===== src/rtl/cv32e40p_x_if_pkg.sv =====
// cv32e40p_x_if_pkg
//   Shared types and constants for the X-interface dispatcher.
//   disp_entry_t records, for each in-flight offload, which accelerator
//   channel took it and whether its response must be forwarded to the core.
//   The channel index is sized for the largest supported channel count so
//   the entry type does not depend on a per-instance parameter.
package cv32e40p_x_if_pkg;

  localparam int X_RD_W    = 5;  // destination register index width
  localparam int X_NUM_RS  = 3;  // source operand count
  localparam int X_MAX_ACC = 8;  // largest supported channel count
  localparam int X_SEL_W   = 3;  // $clog2(X_MAX_ACC)

  typedef struct packed {
    logic [X_SEL_W-1:0] sel;  // channel that accepted the instruction
    logic               wb;   // response is forwarded to the core
  } disp_entry_t;

endpackage


===== src/rtl/cv32e40p_x_if_order_fifo.sv =====
// cv32e40p_x_if_order_fifo
//   DEPTH-entry synchronous FIFO holding the issue order of outstanding
//   offloads. The head entry is presented combinationally so the response
//   path can steer ready/valid in the same cycle.
// Ports:
//   clk_i, rst_i   clock, synchronous active-high reset
//   push_i         write push_data_i (ignored when full)
//   push_data_i    entry to append
//   pop_i          drop the head entry (ignored when empty)
//   head_o         oldest entry (content undefined while empty)
//   full_o/empty_o occupancy flags
//   count_o        number of stored entries
module cv32e40p_x_if_order_fifo
  import cv32e40p_x_if_pkg::*;
#(
  parameter int DEPTH = 4
) (
  input  logic                         clk_i,
  input  logic                         rst_i,
  input  logic                         push_i,
  input  disp_entry_t                  push_data_i,
  input  logic                         pop_i,
  output disp_entry_t                  head_o,
  output logic                         full_o,
  output logic                         empty_o,
  output logic [$clog2(DEPTH+1)-1:0]   count_o
);

  localparam int PTR_W = $clog2(DEPTH);
  localparam int CNT_W = $clog2(DEPTH+1);

  disp_entry_t      mem_q [DEPTH];
  logic [PTR_W-1:0] wr_ptr_q, wr_ptr_d;
  logic [PTR_W-1:0] rd_ptr_q, rd_ptr_d;
  logic [CNT_W-1:0] count_q, count_d;
  logic             do_push, do_pop;

  assign full_o  = (count_q == CNT_W'(DEPTH));
  assign empty_o = (count_q == '0);
  assign do_push = push_i & ~full_o;
  assign do_pop  = pop_i & ~empty_o;

  // DEPTH is a power of two, so plain pointer overflow wraps modulo DEPTH.
  always_comb begin
    wr_ptr_d = wr_ptr_q + PTR_W'(do_push);
    rd_ptr_d = rd_ptr_q + PTR_W'(do_pop);
    count_d  = count_q;
    case ({do_push, do_pop})
      2'b10:   count_d = count_q + CNT_W'(1);
      2'b01:   count_d = count_q - CNT_W'(1);
      default: count_d = count_q;
    endcase
  end

  always_ff @(posedge clk_i) begin
    if (rst_i) begin
      wr_ptr_q <= '0;
      rd_ptr_q <= '0;
      count_q  <= '0;
    end else begin
      wr_ptr_q <= wr_ptr_d;
      rd_ptr_q <= rd_ptr_d;
      count_q  <= count_d;
    end
  end

  // Storage needs no reset: the count alone decides which entries are live.
  always_ff @(posedge clk_i) begin
    if (do_push) begin
      mem_q[wr_ptr_q] <= push_data_i;
    end
  end

  assign head_o  = mem_q[rd_ptr_q];
  assign count_o = count_q;

endmodule


===== src/rtl/cv32e40p_x_if_dispatcher.sv =====
// cv32e40p_x_if_dispatcher
//   Routes instructions offloaded by the core over the X interface to one of
//   NUM_ACC accelerator channels. Each instruction is predecoded against the
//   per-channel mask/match tables; the lowest-index match wins. Unmatched
//   instructions are rejected in the same cycle. Accepted offloads are
//   recorded in an order FIFO so responses return to the core strictly in
//   issue order; responses of channels that do not write back are consumed
//   internally.
// Ports:
//   clk_i, rst_i           clock, synchronous active-high reset
//   x_q_*                  core request: valid/ready, instruction, operands
//   x_k_accept_o/_writeback_o  same-cycle accept decision for the request
//   x_p_*                  in-order response to the core
//   acc_q_*                per-channel request (instr/operands broadcast)
//   acc_p_*                per-channel response
//   outstanding_o          number of in-flight offloads
module cv32e40p_x_if_dispatcher
  import cv32e40p_x_if_pkg::*;
#(
  parameter int          NUM_ACC              = 2,
  parameter int          DEPTH                = 4,
  parameter logic [31:0] ACC_MASK   [NUM_ACC] = '{32'h0000_007F, 32'h0000_007F},
  parameter logic [31:0] ACC_MATCH  [NUM_ACC] = '{32'h0000_0053, 32'h0000_000B},
  parameter logic [2:0]  ACC_RS_REQ [NUM_ACC] = '{3'b011, 3'b111},
  parameter logic        ACC_WB     [NUM_ACC] = '{1'b1, 1'b1}
) (
  input  logic                              clk_i,
  input  logic                              rst_i,
  // core request / accept
  input  logic                              x_q_valid_i,
  output logic                              x_q_ready_o,
  input  logic [31:0]                       x_q_instr_data_i,
  input  logic [X_NUM_RS-1:0][31:0]         x_q_rs_i,
  input  logic [X_NUM_RS-1:0]               x_q_rs_valid_i,
  output logic                              x_k_accept_o,
  output logic                              x_k_writeback_o,
  // core response
  output logic                              x_p_valid_o,
  input  logic                              x_p_ready_i,
  output logic [X_RD_W-1:0]                 x_p_rd_o,
  output logic [31:0]                       x_p_data_o,
  output logic                              x_p_error_o,
  // accelerator requests
  output logic [NUM_ACC-1:0]                acc_q_valid_o,
  input  logic [NUM_ACC-1:0]                acc_q_ready_i,
  output logic [31:0]                       acc_q_instr_data_o,
  output logic [X_NUM_RS-1:0][31:0]         acc_q_rs_o,
  // accelerator responses
  input  logic [NUM_ACC-1:0]                acc_p_valid_i,
  output logic [NUM_ACC-1:0]                acc_p_ready_o,
  input  logic [NUM_ACC-1:0][X_RD_W-1:0]    acc_p_rd_i,
  input  logic [NUM_ACC-1:0][31:0]          acc_p_data_i,
  input  logic [NUM_ACC-1:0]                acc_p_error_i,
  output logic [$clog2(DEPTH+1)-1:0]        outstanding_o
);

  // ---------------------------------------------------------------- predecode
  logic [NUM_ACC-1:0]  hit;
  logic [NUM_ACC-1:0]  sel_oh;
  logic [X_SEL_W-1:0]  sel;
  logic [X_NUM_RS-1:0] sel_rs_req;
  logic                sel_wb;
  logic                any_hit;

  for (genvar gi = 0; gi < NUM_ACC; gi++) begin : g_hit
    assign hit[gi] = ((x_q_instr_data_i & ACC_MASK[gi]) == ACC_MATCH[gi]);
  end

  // Scan from the top down so the lowest-index hit is the last one written.
  always_comb begin
    sel        = '0;
    sel_oh     = '0;
    sel_rs_req = '0;
    sel_wb     = 1'b0;
    any_hit    = 1'b0;
    for (int i = NUM_ACC - 1; i >= 0; i--) begin
      if (hit[i]) begin
        sel        = X_SEL_W'(i);
        sel_oh     = '0;
        sel_oh[i]  = 1'b1;
        sel_rs_req = ACC_RS_REQ[i];
        sel_wb     = ACC_WB[i];
        any_hit    = 1'b1;
      end
    end
  end

  // ---------------------------------------------------------------- issue
  logic        fifo_full, fifo_empty;
  logic        rs_ok, issue_ok, acc_handshake;
  logic        push, pop;
  disp_entry_t push_entry, head;

  // Operands the selected channel does not need are treated as present.
  assign rs_ok         = &(x_q_rs_valid_i | ~sel_rs_req);
  // Full stalls issue even if the head retires this cycle: no bypass path.
  assign issue_ok      = x_q_valid_i & ~fifo_full & rs_ok;
  assign acc_q_valid_o = sel_oh & {NUM_ACC{issue_ok}};
  assign acc_handshake = |(acc_q_valid_o & acc_q_ready_i);

  // An unmatched instruction is consumed immediately as a reject.
  assign x_q_ready_o     = any_hit ? acc_handshake : 1'b1;
  assign x_k_accept_o    = acc_handshake;
  assign x_k_writeback_o = acc_handshake & sel_wb;

  assign acc_q_instr_data_o = x_q_instr_data_i;
  assign acc_q_rs_o         = x_q_rs_i;

  assign push           = acc_handshake;
  assign push_entry.sel = sel;
  assign push_entry.wb  = sel_wb;

  cv32e40p_x_if_order_fifo #(
    .DEPTH (DEPTH)
  ) u_order_fifo (
    .clk_i       (clk_i),
    .rst_i       (rst_i),
    .push_i      (push),
    .push_data_i (push_entry),
    .pop_i       (pop),
    .head_o      (head),
    .full_o      (fifo_full),
    .empty_o     (fifo_empty),
    .count_o     (outstanding_o)
  );

  // ---------------------------------------------------------------- response
  logic [NUM_ACC-1:0] head_oh;
  logic               head_p_valid;
  logic               head_error;
  logic               head_release;

  always_comb begin
    head_oh      = '0;
    head_p_valid = 1'b0;
    head_error   = 1'b0;
    x_p_rd_o     = '0;
    x_p_data_o   = '0;
    for (int i = 0; i < NUM_ACC; i++) begin
      if (head.sel == X_SEL_W'(i)) begin
        head_oh[i]   = 1'b1;
        head_p_valid = acc_p_valid_i[i];
        head_error   = acc_p_error_i[i];
        x_p_rd_o     = acc_p_rd_i[i];
        x_p_data_o   = acc_p_data_i[i];
      end
    end
  end

  // Non-writeback responses are sunk here without waiting for the core.
  assign head_release  = head.wb ? x_p_ready_i : 1'b1;
  // Only the head channel is ever released; others are held, not dropped.
  assign acc_p_ready_o = fifo_empty ? '0 : (head_oh & {NUM_ACC{head_release}});
  assign x_p_valid_o   = ~fifo_empty & head.wb & head_p_valid;
  assign x_p_error_o   = x_p_valid_o & head_error;
  assign pop           = ~fifo_empty & head_p_valid & head_release;

endmodule


===== config.mk =====
export PLATFORM = sky130hd
export DESIGN_NAME = cv32e40p_x_if_dispatcher
export DESIGN_NICKNAME = d
export VERILOG_FILES = /design/src/rtl/cv32e40p_x_if_pkg.sv /design/src/rtl/cv32e40p_x_if_order_fifo.sv /design/src/rtl/cv32e40p_x_if_dispatcher.sv
export SDC_FILE = /design/constraint.sdc
export NUM_CORES = 1
export LEC_CHECK = 0
export BUFFER_PORTS_ARGS = -buffer_cell sky130_fd_sc_hd__buf_2
export CAP_MARGIN = 20
export CORE_AREA = 3 3 149 151
export CTS_BUF_LIST = sky130_fd_sc_hd__clkbuf_4 sky130_fd_sc_hd__clkbuf_8
export DETAILED_ROUTE_END_ITERATION = 16
export DIE_AREA = 0 0 152 154
export GPL_TIMING_DRIVEN = 0
export PLACE_DENSITY_LB_ADDON = 0.15
export SYNTH_ARGS = -nofsm -noshare
export SYNTH_HDL_FRONTEND = slang
export SYNTH_SLANG_ARGS = --single-unit

===== constraint.sdc =====
create_clock -name clk_i -period 6.24 [get_ports clk_i]
set_clock_uncertainty 0.15 [all_clocks]
set_input_delay 1.248 -clock clk_i [delete_from_list [all_inputs] [get_ports clk_i]]
set_output_delay 1.248 -clock clk_i [all_outputs]
set_load 0.005 [all_outputs]

# Word-level counts from Yosys, hierarchy flattened
# Memory sizes are Yosys's and may differ from the RTL's. A register that Yosys moved wholly into a read port is not among the register bits.
# Index checks and enable logic that the tools add are counted.
[op_classes]
addsub = 4
n_eq_ne = 6
mux = 25
bitwise = 17
reduce_logical = 5
[ops]
columns = ["cell", "n"]
rows = [
  ["two-way mux 32 bit", 2],
  ["two-way mux 1 bit", 14],
  ["bitwise AND 1 bit", 10],
  ["two-way mux 5 bit", 2],
  ["two-way mux 2 bit", 4],
  ["== test 7 x 4 -> 1 bit (second input constant)", 1],
  ["== test 7 bit (second input constant)", 1],
  ["bitwise AND 2 bit", 3],
  ["logical NOT 3 bit", 2],
  ["two-way mux 3 bit", 2],
  ["one-hot mux 3 bit (2 select lines)", 1],
  ["adder 2 x 1 -> 2 bit", 2],
  ["adder 3 x 1 -> 3 bit (second input constant)", 1],
  ["== test 3 x 1 -> 1 bit (second input constant)", 1],
  ["== test 3 bit (second input constant)", 1],
  ["NOT 3 bit", 1],
  ["bitwise OR 3 bit", 1],
  ["AND reduction 3 bit", 1],
  ["subtractor 3 x 1 -> 3 bit (second input constant)", 1],
  ["== test 2 x 1 -> 1 bit (second input constant)", 1],
  ["== test 2 bit (second input constant)", 1],
  ["NOT 1 bit", 2],
  ["nonzero test 2 bit", 1],
  ["OR reduction 2 bit", 1],
]
[word_totals]
reg_bits = 7
ram_bits = 8
out_inout_bits = 177
word_cells = 61
memories = 1
[memory_table]
columns = ["name", "depth", "word_bits", "read_ports", "rd_ports_with_merged_regs", "write_ports", "line", "source"]
rows = [
  ["u_order_fifo.mem_q", 4, 2, 1, 1, 1, "cv32e40p_x_if_order_fifo.sv:32", "disp_entry_t mem_q [DEPTH];"],
]

# Longest topological paths before layout
[depth]
word_depth = 13
depth_mapped = 10
depth_no_buf = 9

# Cells and area by module
# From an unflattened synthesis, not the netlist that was laid out.
[unflattened]
hier_cells = 299
area_unflattened_um2 = 2645.0
[modules_own_cells]
columns = ["module", "instances", "cells_each", "area_each_um2"]
rows = [
  ["cv32e40p_x_if_dispatcher", 1, 240, 1706.6],
  ["cv32e40p_x_if_order_fifo", 1, 59, 938.4],
]

# Worst setup path before layout
# Ideal clock, no wire load.
[synth_path]
path_kind = "input to output"
from = "input port x_q_instr_data_i[5]"
to = "output port x_q_ready_o"
arrival_time_ps = 2105
slack_ps = 2737
cell_stages = 4
cell_sequence = "nand4bb_1 > a311o_1 > buf_2 > o21ai_0"
[synth_via]
elab_chain_len = 11
[synth_rtl]
columns = ["item", "line", "source"]
rows = [
  ["start: declaration", "cv32e40p_x_if_dispatcher.sv:32", "input logic [31:0] x_q_instr_data_i,"],
  ["== test 7 x 4 -> 1 bit", "cv32e40p_x_if_dispatcher.sv:66", "assign hit[gi] = ((x_q_instr_data_i & ACC_MASK[gi]) == ACC_MATCH[gi]);"],
  ["two-way mux 3 bit (2 in a row)", "cv32e40p_x_if_dispatcher.sv:77", "if (hit[i]) begin"],
  ["NOT 3 bit", "cv32e40p_x_if_dispatcher.sv:95", "assign rs_ok = &(x_q_rs_valid_i | ~sel_rs_req);"],
  ["bitwise OR 3 bit", "cv32e40p_x_if_dispatcher.sv:95", ""],
  ["AND reduction 3 bit", "cv32e40p_x_if_dispatcher.sv:95", ""],
  ["bitwise AND 1 bit", "cv32e40p_x_if_dispatcher.sv:97", "assign issue_ok = x_q_valid_i & ~fifo_full & rs_ok;"],
  ["bitwise AND 2 bit", "cv32e40p_x_if_dispatcher.sv:98", "assign acc_q_valid_o = sel_oh & {NUM_ACC{issue_ok}};"],
  ["bitwise AND 2 bit", "cv32e40p_x_if_dispatcher.sv:99", "assign acc_handshake = |(acc_q_valid_o & acc_q_ready_i);"],
  ["OR reduction 2 bit", "cv32e40p_x_if_dispatcher.sv:99", ""],
  ["two-way mux 1 bit (*)", "cv32e40p_x_if_dispatcher.sv:102", "assign x_q_ready_o = any_hit ? acc_handshake : 1'b1;"],
  ["end: declaration", "cv32e40p_x_if_dispatcher.sv:31", "output logic x_q_ready_o,"],
]
# Every way passes the cells marked *; elsewhere a longest branch is shown, timed or not.

# Final worst setup path
[layout_path]
from = "input port x_q_instr_data_i[4]"
to = "output port x_q_ready_o"
[layout_lines]
columns = ["item", "line", "source"]
rows = [
  ["== test 7 x 4 -> 1 bit", "cv32e40p_x_if_dispatcher.sv:66", ""],
  ["two-way mux 1 bit", "cv32e40p_x_if_dispatcher.sv:77", ""],
  ["two-way mux 1 bit (*)", "cv32e40p_x_if_dispatcher.sv:77", ""],
  ["named net any_hit", "cv32e40p_x_if_dispatcher.sv:63", "logic any_hit;"],
  ["two-way mux 1 bit (*)", "cv32e40p_x_if_dispatcher.sv:102", ""],
]
# The timed path passes the listed nets; every way through them passes the cells marked *.

==> run_results.csv <==
group,metric,value,unit
sta,hold_viol,0,
global_route,grt_pass1_vias,2538,
cts,cts_setup_buffers,0,
cts,holdBufCountCts,0,
critical_path,cp-start-kind,"primary input",
logic_synthesis,synth_nets,461,
sta,finalCritPeriodShare,62.7,%
floorplan,die-area,0.0234,mm^2
sta,relSlewSlack,54.5,%
status,run_status,"finished clean",
job,drv_cap,0,
sta,rsz0062_at_grt,"no",
logic_synthesis,yosys-mux-area-fraction,26.3,%
cells_and_area,diodes,0,
power,intPower,276,uW
global_route,antenna_found_initial,0,
cts,root_buffer,"clkbuf_8",
critical_path,crit_type,"in -> out",
cts,htree_levels,1,
drt,post_drt_wl_per_cell,12.5,um
critical_path,cp.required,4.84,ns
power,p_seq_share,28.4,%
critical_path,end_kind,"output port",
floorplan,ios,392,
drt,drc,0,
floorplan,start_util,11.3,%
sta,fin_ws,2.33,ns
logic_synthesis,ys_seq_area_share,16.0,%
drt,drt-pass1-iter-count,4,
power,p_leak,2.25,nW
logic_synthesis,syn_inst,242,
power,clockPowerShare,22.8,%
power,ir_drop,0.0617,mV
cells_and_area,area_delta_synth_final,73.5,%
placement,io_buffers,270,
cts,cts_resized,0,
logic_synthesis,synth-edff-count,8,
sta,fin_crit,3.91,ns
hold_path,min_path_type,"reg -> reg",
placement,dp_hpwl,9270,um
global_route,grt_pass1_wl,14000,um
logic_synthesis,synth_fa_ha_area_share,2.43,%
floorplan,core-area,0.0210,mm^2
cts,clk_path_buf_depth,2,
cells_and_area,drive_gt1_share,86.8,%
critical_path,worstPathArrival,2.51,ns
sta,fmax,256,MHz
placement,place.gp.congestion,0.813,
logic_synthesis,synth_top_family_by_area,"buffers and inverters",
power,comb_power_share,48.8,%
global_route,grt_max_degree,11,
floorplan,die_y,154,um
drt,ant_nets,0,
global_route,grt_util_all_layers,7.28,%
logic_synthesis,synth_flop_cell,"edfxtp_1",
logic_synthesis,synth_compound_area_share,2.27,%
cts,cts.sinks,15,
floorplan,dieWidth,152,um
drt,wl,9890,um
logic_synthesis,synth-seq-cells,15,
floorplan,rows,53,
global_route,overflow,0,
cts,cts_tree,"done",
power,p_per_area,88.2,mW/mm^2
critical_path,crit_fanout,5,
cells_and_area,final_common_cell,"buf_2",
sta,drv_slew,0,
power,p_switching,87.6,uW
critical_path,r2r_slack,3.28,ns
cts,clk_latency,0.24,ns
logic_synthesis,synth_xor_area_share,1.48,%
drt,via_count,2527,
logic_synthesis,yosysUniqueCellTypes,36,
cts,cts_buffers,3,
cells_and_area,final_cell_mix,"buf_2, buf_4, mux2_4, nor2_1, edfxtp_1",
logic_synthesis,ys_warn_count,0,
cts,path_clk_slew,0.06,ns
sta,tns,0,ns
sta,worst_slew_pin_slew,0.680,ns
logic_synthesis,async_reset_ff_share,0,%
logic_synthesis,avgSynthCellArea,9.80,um^2
logic_synthesis,mappedNetlistArea,0.00237,mm^2
placement,place_ws,2.30,ns
cells_and_area,fillCellCount,2396,
logic_synthesis,synthSimpleGateAreaFrac,8.23,%
cells_and_area,fin_nets,736,
power,p_sw_share,24.1,%
drt,drtIter0Drc,58,
sta,setup_viol,0,
drt,vias_per_cell,3.19,
==> worst paths after layout <==
| path | to | depth (start not counted) | start |
|---|---|---|---|
| max | x_q_ready_o | 5 | x_q_instr_data_i[4] |
| max reg2reg | u_order_fifo.count_o[2] | 9 | u_order_fifo.rd_ptr_q[0] |
| min | u_order_fifo.count_o[2] | 2 | u_order_fifo.count_o[2] |
| min reg2reg | u_order_fifo.count_o[2] | 2 | u_order_fifo.count_o[2] |
==> state kept, by name, indices dropped and copies added, names as in the netlist <==
register / count
u_order_fifo.rd_ptr_q: 2
u_order_fifo.mem_q: 8
u_order_fifo.wr_ptr_q: 2
u_order_fifo.count_o: 3
==> area by class of cell <==
cell class	instances	area [um^2]	area share (%)
Inverter	4	15.0	0.365
Buffer	133	1010	24.6
Tap cell	275	344	8.36
Clock buffer	4	48.8	1.19
Timing Repair Buffer	270	1350	32.8
Multi-Input combinational cell	90	966	23.5
Sequential cell	15	380	9.24
==> per-stage QoR <==
stage          cells  total power, mW  hold slack (ns)  utilization (%)  instance area (um^2)
3_5_place_dp     787            0.286            0.383             19.4                  4070
2_1_floorplan    242            0.196            0.344                -                  2370
4_1_cts          791            0.369            0.399             19.6                  4120
6_report         791            0.363            0.383             19.6                  4120
5_1_grt          791            0.386            0.420             19.6                  4120
3_3_place_gp     787            0.286            0.394             19.4                  4070
==> synthesized netlist by cell type (2+ instances only) <==
library cell | n | area share (%)
a21oi_1 | 4 | 0.84
buf_4 | 128 | 41
buf_6 | 4 | 1.9
dfxtp_1 | 7 | 5.9
edfxtp_1 | 8 | 10
ha_1 | 3 | 1.6
inv_1 | 4 | 0.63
mux2_4 | 37 | 23
mux2i_1 | 2 | 0.84
nor2_1 | 13 | 2.1
nor2b_1 | 2 | 0.53
nor3b_1 | 2 | 0.63
nor4b_1 | 2 | 0.74
o21ai_0 | 2 | 0.42
xnor2_1 | 2 | 0.74
xor2_1 | 2 | 0.74
==> metal layers <==
metal / track usage (%) / wire, um
met5: 0 / 0
met4: 0.985 / 34
met3: 2.08 / 857
met1: 7.59 / 3350
met2: 14.7 / 5640
==> power groups by stage <==
| stage | Clock, mW | Combinational, mW | Sequential (mW) |
|---|---|---|---|
| CTS | 0.0845 | 0.181 | 0.103 |
| global placement | 0 | 0.181 | 0.105 |
| detailed placement | 0 | 0.181 | 0.105 |
| finish | 0.0828 | 0.177 | 0.103 |
| floorplan | 0 | 0.0907 | 0.105 |
| global route | 0.0897 | 0.193 | 0.103 |
==> worst max-delay path, cell delays in order <==
cell and delay, ns:
buf_2 0.12, or3b_2 0.48, a21oi_1 0.36, o21ai_0 0.14, buf_2 0.16
==> cells by family after synthesis <==
family,after synthesis
adders and majority gates,4
DFF,15
xor gates and xnor gates,4
muxes,41
and+or+nand+nor,32
AOI/OAI and AO/OA,9
buffers and inverters,137
Note: power is estimated with default switching activity, not from simulation.
